### src/rtl/cu_intr_ctrl.sv
`default_nettype none
// cu_intr_ctrl: edge-detected, masked, fixed-priority interrupt controller with a req/ack handshake to the fetch CU.
// Optional macro CU_INTR_SYNC_EN inserts a 2-flop synchronizer on every irq line ahead of edge detection.
module cu_intr_ctrl #(
   parameter int               NUM_CH   = 4,
   parameter int               VEC_W    = 8,
   parameter logic [VEC_W-1:0] VEC_BASE = 'h01
) (
   input  logic                                       clk,
   input  logic                                       rst,
   input  logic [NUM_CH-1:0]                          irq,
   input  logic                                       mask_we,
   input  logic [NUM_CH-1:0]                          mask_wdata,
   input  logic                                       ie_set,
   input  logic                                       ie_clr,
   input  logic                                       rti,
   input  logic                                       stall_in,
   input  logic                                       int_ack,
   output logic                                       int_req,
   output logic [VEC_W-1:0]                           vec_addr,
   output logic [((NUM_CH > 1) ? $clog2(NUM_CH) : 1)-1:0] active_ch,
   output logic                                       in_service,
   output logic                                       int_en,
   output logic [NUM_CH-1:0]                          pending
);

   localparam int AW = (NUM_CH > 1) ? $clog2(NUM_CH) : 1;

   typedef enum logic [1:0] {
      IDLE    = 2'd0,
      REQ     = 2'd1,
      SERVICE = 2'd2
   } state_t;

   state_t            state_q;
   logic [NUM_CH-1:0] irq_s;
   logic [NUM_CH-1:0] irq_prev_q;
   logic [NUM_CH-1:0] pending_q;
   logic [NUM_CH-1:0] pending_d;
   logic [NUM_CH-1:0] mask_q;
   logic [NUM_CH-1:0] cand;
   logic [NUM_CH-1:0] clr;
   logic [AW-1:0]     win;
   logic [AW-1:0]     active_ch_q;
   logic [VEC_W-1:0]  vec_addr_q;
   logic              int_req_q;
   logic              in_service_q;
   logic              int_en_q;
   logic              int_en_d;
   logic              ack_fire;

`ifdef CU_INTR_SYNC_EN
   logic [NUM_CH-1:0] sync1_q;
   logic [NUM_CH-1:0] sync2_q;

   always_ff @(posedge clk or negedge rst) begin
      if (!rst) begin
         sync1_q <= '0;
         sync2_q <= '0;
      end else begin
         sync1_q <= irq;
         sync2_q <= sync1_q;
      end
   end

   assign irq_s = sync2_q;
`else
   assign irq_s = irq;
`endif

   assign cand     = pending_q & mask_q;
   assign ack_fire = (state_q == REQ) && int_ack;

   // Descending scan so the lowest set index is the last (winning) assignment.
   always_comb begin
      win = '0;
      for (int i = NUM_CH - 1; i >= 0; i--) begin
         if (cand[i]) win = AW'(i);
      end
   end

   always_comb begin
      clr = '0;
      if (ack_fire) clr = NUM_CH'(1) << active_ch_q;
      // A fresh edge landing on the ack cycle survives the clear.
      pending_d = (pending_q & ~clr) | (irq_s & ~irq_prev_q);
   end

   always_comb begin
      int_en_d = int_en_q;
      if (ie_set || ((state_q == SERVICE) && rti)) int_en_d = 1'b1;
      if (ie_clr || ack_fire)                      int_en_d = 1'b0;
   end

   always_ff @(posedge clk or negedge rst) begin
      if (!rst) begin
         state_q      <= IDLE;
         irq_prev_q   <= '0;
         pending_q    <= '0;
         mask_q       <= '1;
         int_en_q     <= 1'b0;
         int_req_q    <= 1'b0;
         in_service_q <= 1'b0;
         active_ch_q  <= '0;
         vec_addr_q   <= '0;
      end else begin
         irq_prev_q <= irq_s;
         pending_q  <= pending_d;
         int_en_q   <= int_en_d;
         if (mask_we) mask_q <= mask_wdata;

         case (state_q)
            IDLE: begin
               if (int_en_q && (|cand) && !stall_in) begin
                  state_q     <= REQ;
                  int_req_q   <= 1'b1;
                  active_ch_q <= win;
                  vec_addr_q  <= VEC_BASE + VEC_W'(win);
               end
            end
            REQ: begin
               // Grant is frozen here: no re-arbitration, stall is ignored.
               if (int_ack) begin
                  state_q      <= SERVICE;
                  int_req_q    <= 1'b0;
                  in_service_q <= 1'b1;
               end
            end
            SERVICE: begin
               if (rti) begin
                  state_q      <= IDLE;
                  in_service_q <= 1'b0;
               end
            end
            default: begin
               state_q      <= IDLE;
               int_req_q    <= 1'b0;
               in_service_q <= 1'b0;
            end
         endcase
      end
   end

   assign int_req    = int_req_q;
   assign vec_addr   = vec_addr_q;
   assign active_ch  = active_ch_q;
   assign in_service = in_service_q;
   assign int_en     = int_en_q;
   assign pending    = pending_q;

endmodule
`default_nettype wire

### config.mk
export PLATFORM = sky130hd
export DESIGN_NAME = cu_intr_ctrl
export DESIGN_NICKNAME = d
export VERILOG_FILES = /design/src/rtl/cu_intr_ctrl.sv
export SDC_FILE = /design/constraint.sdc
export NUM_CORES = 1
export LEC_CHECK = 0
export CORE_MARGIN = 2
export CORE_UTILIZATION = 43
export DETAILED_ROUTE_END_ITERATION = 12
export PLACE_DENSITY_LB_ADDON = 0.2
export RECOVER_POWER = 50
export SLEW_MARGIN = 20
export SYNTH_ARGS = -nofsm -noshare
export SYNTH_HDL_FRONTEND = slang
export SYNTH_SLANG_ARGS = --single-unit
### constraint.sdc
create_clock -name clk -period 1.6 [get_ports clk]
set_input_delay 0.32 -clock clk [delete_from_list [all_inputs] [get_ports clk]]
set_output_delay 0.32 -clock clk [all_outputs]
set_load 0.01 [all_outputs]
==> results of run 1 <==
==> synthesized netlist by cell type (all sizes together) <==
cell type / count / area share [%]
a211o: 1 / 0.94
a22o: 2 / 1.9
a21o: 1 / 0.80
o21a: 2 / 1.7
dfrtp: 18 / 48
a21oi: 4 / 2.1
ha: 1 / 1.3
nand2b: 2 / 1.3
inv: 5 / 2.0
nor2b: 1 / 0.67
a32oi: 1 / 0.94
nand2: 6 / 2.4
o21ai: 13 / 7.4
mux2: 6 / 7.2
nor2: 2 / 0.80
dfstp: 4 / 11
buf: 5 / 4.0
nor3: 2 / 1.1
and3b: 1 / 0.94
nor4b: 1 / 2.5
conb: 1 / 0.40
==> cell families (layout without fill, tap and decap cells) <==
| family | Yosys count | in the layout | share of synthesized area, % |
|---|---|---|---|
| other | 1 | 5 | 0.401 |
| AO/OA/AOI/OAI | 24 | 24 | 15.8 |
| AND/OR/NAND/NOR | 15 | 15 | 9.77 |
| buffers and inverters | 10 | 49 | 6.02 |
| adder cells (fa/ha/maj) | 1 | 1 | 1.34 |
| flip-flops | 22 | 22 | 59.4 |
| multiplexers | 6 | 6 | 7.23 |
==> cell type report <==
cell class	instances	area [µm²]
well taps	27	33.8
fillers	153	632
multi-input cells	51	354
flip-flops and latches	22	556
inverters	5	18.8
repair buffers	40	372
clock buffers	4	36.3
==> metal layers <==
metal	GRT usage, %	vias up
met3	6.25	2
met4	2.70	0
li1	-	353
met5	0	-
met1	19.3	347
met2	28.7	20
==> state kept, by name (all words and copies together), names as in the netlist <==
| signal | cells |
|---|---|
| vec_addr | 3 |
| in_service | 1 |
| pending | 4 |
| mask_q | 4 |
| state_q | 2 |
| int_req | 1 |
| irq_prev_q | 4 |
| active_ch | 2 |
| int_en | 1 |
==> what timing repair did <==
action | 4_1_cts | 5_1_grt
resized for setup | 1 | 5
buffers inserted | 3 | 1
hold buffers | 0 | 0
setup endpoints to repair | 3 | 5
pin swaps | 0 | 1
==> path summary, 6_finish.rpt <==
path / startpoint / end / slack [ns] / depth (start not counted)
setup / recovery: int_en / int_en / 0.05 / 1
hold / removal: irq_prev_q[3] / pending[3] / 0.43 / 1
setup reg to reg: pending[3] / vec_addr[1] / 0.05 / 5
hold reg to reg: irq_prev_q[3] / pending[3] / 0.43 / 1
max in group asynchronous: rst / mask_q[0] / 0.73 / 2
min in group asynchronous: rst / pending[1] / 0.50 / 2
==> placed cells by master, fill, tap and decap left out <==
master                            instances
sky130_fd_sc_hd__a211o_1                  1
sky130_fd_sc_hd__a21o_1                   1
sky130_fd_sc_hd__a21oi_1                  4
sky130_fd_sc_hd__a22o_1                   1
sky130_fd_sc_hd__a22o_4                   1
sky130_fd_sc_hd__a32oi_2                  1
sky130_fd_sc_hd__and3b_1                  1
sky130_fd_sc_hd__buf_4                   12
sky130_fd_sc_hd__clkbuf_2                 1
sky130_fd_sc_hd__clkbuf_4                 3
sky130_fd_sc_hd__clkbuf_8                 1
sky130_fd_sc_hd__clkdlybuf4s50_1         17
sky130_fd_sc_hd__conb_1                   5
sky130_fd_sc_hd__dfrtp_1                 18
sky130_fd_sc_hd__dfstp_2                  4
sky130_fd_sc_hd__dlygate4sd2_1            1
sky130_fd_sc_hd__dlygate4sd3_1            6
sky130_fd_sc_hd__dlymetal6s2s_1           3
sky130_fd_sc_hd__ha_1                     1
sky130_fd_sc_hd__inv_1                    5
sky130_fd_sc_hd__mux2_2                   6
sky130_fd_sc_hd__nand2_1                  6
sky130_fd_sc_hd__nand2b_1                 2
sky130_fd_sc_hd__nor2_1                   2
sky130_fd_sc_hd__nor2b_1                  1
sky130_fd_sc_hd__nor3_1                   2
sky130_fd_sc_hd__nor4b_4                  1
sky130_fd_sc_hd__o21a_1                   1
sky130_fd_sc_hd__o21a_2                   1
sky130_fd_sc_hd__o21ai_0                 12
sky130_fd_sc_hd__o21ai_2                  1
==> report_power, final <==
| group | internal [µW] | leakage (µW) | switching [µW] |
|---|---|---|---|
| Clock | 139 | 0.0000210 | 150 |
| Sequential | 687 | 0.000247 | 92.0 |
| Combinational | 363 | 0.000351 | 255 |
==> metrics by stage <==
stage | utilization, % | instance area (µm²) | total power (µW) | std cells | setup WS [ns]
floorplan | - | 950 | 1030 | 83 | 0.119
global placement | 64.1 | 1280 | 1350 | 141 | -0.0671
detailed placement | 64.1 | 1280 | 1370 | 141 | -0.108
CTS | 67.0 | 1340 | 1700 | 148 | 0.00780
global route | 68.4 | 1370 | 1800 | 149 | -0.00189
finish | 68.4 | 1370 | 1690 | 149 | 0.0469
==> flow_metrics.tcl, run 1 <==
set metrics [dict create \
    timing.critical_path.from_type "flop" \
    total_clock_sinks 22 \
    grt_start_max_net_pins 23 \
    place_hpwl_mm 1.41 \
    cts_max_level 1 \
    cp-end-kind "primary output" \
    portBuffers 27 \
    design.final.nets 140 \
    post_route_cells_drive_above_1_share_pct 26.2 \
    criticalPathCategory "reg2out" \
    vdd.ir_drop.worst_mv 0.902 \
    cts_max_path_buffers 2 \
    critical_path_cell_by_cell "clkdlybuf4s50_1" \
    met1_length_um 829 \
    crit_fanout 3 \
    finalSetupViolations 0 \
    grt_antenna_before_repair 0 \
    clk_pin_slew_ns 0.11 \
    critPathRequiredTime_ns 1.28 \
    top_layer_used "met4" \
    run_status "completed" \
    ys_seq_area_share_pct 59.4 \
    p_leak_uw 0.000618 \
    timing.critical_path.slowest_stage_cell "sky130_fd_sc_hd__clkdlybuf4s50_1" \
    ant_nets 0 \
    fp-row-count 16 \
    tritoncts "yes" \
    cp.buffers_inverters 1 \
    setup_tns_ns 0 \
    core_area_um2 2000 \
    root_cell_of_the_clock_tree "sky130_fd_sc_hd__clkbuf_4" \
    timing.slew.headroom_pct 65.7 \
    global_route_wire_length_before_repair_mm 3.10 \
    syn-instance-count 79 \
    globalplace.congestion 0.732 \
    holdWs_ns 0.428 \
    post-route-min-period_ns 1.55 \
    pwr_density_cell_nw_per_um2 1230 \
    die-height_um 50.6 \
    slew_violations 0 \
    max_freq_mhz 644 \
    grt_use_total_pct 16.4 \
    post-route-period-util_pct 97.1 \
    drt-initial-drc-count 2 \
    antennaDiodeCount 0 \
    worst_skew_ns 0.00264 \
    critical-path-top-delay-family "buffers and inverters" \
    worstHoldPathType "reg2reg" \
    drt-pass1-iter-count 2 \
    met3_length_um 107 \
    vias 722 \
    synthesis.area_per_instance_um2 11.8 \
    ys_ff_latch 22 \
    number_of_vias_per_cell 4.85 \
    areaGrowthSynthToFinish_pct 46.6 \
    tightest_slew_ns 0.514 \
    critPathArrivalTime_ns 1.23 \
    tritoncts_buffer_count 3 \
    met2_wire_length_um 931 \
    worst_skew_pair.late_latency_ns 0.30 \
    cpPeakStageDelay_ns 0.54 \
    yosysUniqueCellTypes 23 \
    dieWidth_um 50.6 \
    syn_warnings 0 \
    avgRoutedWirePerCell_um 12.6 \
    num_io_pins 33 \
    number_of_global_route_vias_before_repair 716 \
    floorplan.die_area_um2 2560 \
    maxCapViolCount 0 \
    post_synth_instance_area_um2 935 \
    totalWireLength_mm 1.88 \
    grt_overflow_total 0 \
    residual_drc_count 0 \
    initial_utilization_pct 46.7 \
    finalHoldViolations 0 \
]
Power figures use the tool's default switching activity.
==> run 2: changes to the inputs <==
Settings changed: CTS_CLUSTER_DIAMETER from default to 40.
==> results of run 2 <==
No change in the layout: final DEF, timing and power equal those of run 1.
==> run 3: changes to the inputs <==
Settings changed: CORE_ASPECT_RATIO from default to 1.1.
==> run 3 against run 2 <==
Global-route usage up 0.71 points. Flip-flop and latch count is the same. Critical path type is now reg2reg. Worst setup slack got worse by 0.029 ns. Highest routed layer unchanged. Largest power group unchanged.
==> flow_metrics.tcl, run 3 (synthesis results as in run 1) <==
set metrics [dict create \
    run_status "completed" \
    regToRegStartpoint "pending[2]" \
    core_area_um2 2020 \
    setup_tns_ns 0 \
    initial_utilization_pct 46.3 \
    drt-pass1-iter-count 4 \
    dieWidth_um 48.5 \
    antennaDiodeCount 0 \
    globalplace.congestion 0.713 \
    worst_setup_path_endpoint "vec_addr[1]" \
    criticalPathCategory "reg2reg" \
    fp-row-count 17 \
    clk_pin_slew_ns 0.12 \
    number_of_vias_per_cell 4.72 \
    regToRegEndpoint "vec_addr[1]" \
    crit_fanout 3 \
    root_cell_of_the_clock_tree "sky130_fd_sc_hd__clkbuf_4" \
    global_route_wire_length_before_repair_mm 3.19 \
    worstHoldPathType "reg2reg" \
    worst_hold_path.num_cells 1 \
    fin_util_pct 70.6 \
    slew_violations 0 \
    worst_skew_pair.late_latency_ns 0.30 \
    layout.cells.most_common "sky130_fd_sc_hd__buf_4" \
    finalSetupViolations 0 \
    post-route-min-period_ns 1.58 \
    design.final.nets 147 \
    cp-end-kind "flop" \
    tightest_slew_ns 0.537 \
    totalWireLength_mm 2.06 \
    ant_nets 0 \
    cts_max_level 1 \
    avgRoutedWirePerCell_um 13.1 \
    cts_hold_repair.buffers 0 \
    cp-startpoint "pending[2]" \
    areaGrowthSynthToFinish_pct 52.6 \
    drt-initial-drc-count 13 \
    numPlacedInstances 143 \
    tritoncts "yes" \
    fillers 146 \
    post_route_cells_drive_above_1_share_pct 30.2 \
    worst_skew_ns 0.00242 \
    number_of_global_route_vias_before_repair 730 \
    portBuffers 27 \
    vias 741 \
    max_freq_mhz 632 \
    grt_start_max_net_pins 23 \
    residual_drc_count 0 \
    place_hpwl_mm 1.40 \
    vdd.ir_drop.worst_mv 0.731 \
    pwr_density_cell_nw_per_um2 1230 \
    rsz0062_at_grt "true" \
    hp-start "irq_prev_q[2]" \
    finalHoldViolations 0 \
    cts_max_path_buffers 2 \
    die-height_um 52.9 \
    critPathRequiredTime_ns 1.80 \
    total_clock_sinks 22 \
    grt_overflow_total 0 \
    num_io_pins 33 \
    final_critical_path_setup_slack_ns 0.0180 \
    tritoncts_buffer_count 3 \
    floorplan.die_area_um2 2560 \
    r2r.worst_path.cells 5 \
    ff2ff_setup_slack_ns 0.02 \
    layout.cells.non_filler 157 \
    timing.slew.headroom_pct 64.2 \
    dpl_worst_slack_ns -0.0872 \
    timing.critical_path.from_type "flop" \
    maxCapViolCount 0 \
    most-common-layout-cells "sky130_fd_sc_hd__buf_4 (19), sky130_fd_sc_hd__dfrtp_1 (18), sky130_fd_sc_hd__clkdlybuf4s50_1 (16), sky130_fd_sc_hd__o21ai_0 (12)" \
    post-route-period-util_pct 98.9 \
    grt_antenna_before_repair 0 \
    grt_use_total_pct 17.1 \
    post-route-cell-area_um2 1430 \
    critPathArrivalTime_ns 1.78 \
    placedInstanceArea_um2 1290 \
    p_leak_uw 0.000666 \
]
run 3: cell types whose count changed in the layout (fill, tap and decap cells not counted), sizes merged:
cell / delta
buf: +7
clkdlybuf4s50: -1
dlymetal6s2s: +2
dlygate4sd2: -1
run 3: worst max-delay path: stages, from the launching register on:
cell and delay [ns]:
sky130_fd_sc_hd__dfrtp_1 0.40, sky130_fd_sc_hd__buf_4 0.14, sky130_fd_sc_hd__a22o_1 0.23, sky130_fd_sc_hd__nor2b_2 0.16, sky130_fd_sc_hd__ha_1 0.28, sky130_fd_sc_hd__mux2_4 0.26
run 3: area by class of cell:
| cell class | instances | area (µm²) | area share (%) |
|---|---|---|---|
| clock buffers | 4 | 26.3 | 1.84 |
| inverters | 5 | 18.8 | 1.32 |
| multi-input cells | 51 | 360 | 25.3 |
| flip-flops and latches | 22 | 556 | 38.9 |
| well taps | 28 | 35.0 | 2.46 |
| repair buffers | 47 | 430 | 30.2 |
run 3: timing repair:
item,4_1_cts,5_1_grt
endpoints found under the setup margin,5,9
gates cloned,0,0
setup buffers,5,5
pin swaps,0,3
resized for setup,0,9
run 3: worst min path at each step:
stage / to / slack (ns)
3_3_place_gp: pending[3] / 0.40
6_report: pending[2] / 0.42
3_5_place_dp: pending[2] / 0.41
4_1_cts: state_q[1] / 0.35
5_1_grt: pending[3] / 0.44
2_1_floorplan: active_ch[0] / 0.02
run 3: routing by layer:
metal / global-route usage (%) / share of wire (%)
met5: 0 / 0
met4: 10.0 / 3.2
met3: 3.39 / 5.7
met2: 31.5 / 50
met1: 18.7 / 41
run 3: power breakdown:
part / internal [µW] / switching, µW
clock: 97.3 / 167
sequential: 686 / 81.2
combinational: 438 / 287
total: 1220 / 534
run 3: through the flow:
step	hold WS, ns	total power (µW)
after detailed placement	0.415	1370
after global routing	0.437	1870
final	0.424	1760
after CTS	0.347	1690
after global placement	0.403	1360
after floorplan	0.0244	1030
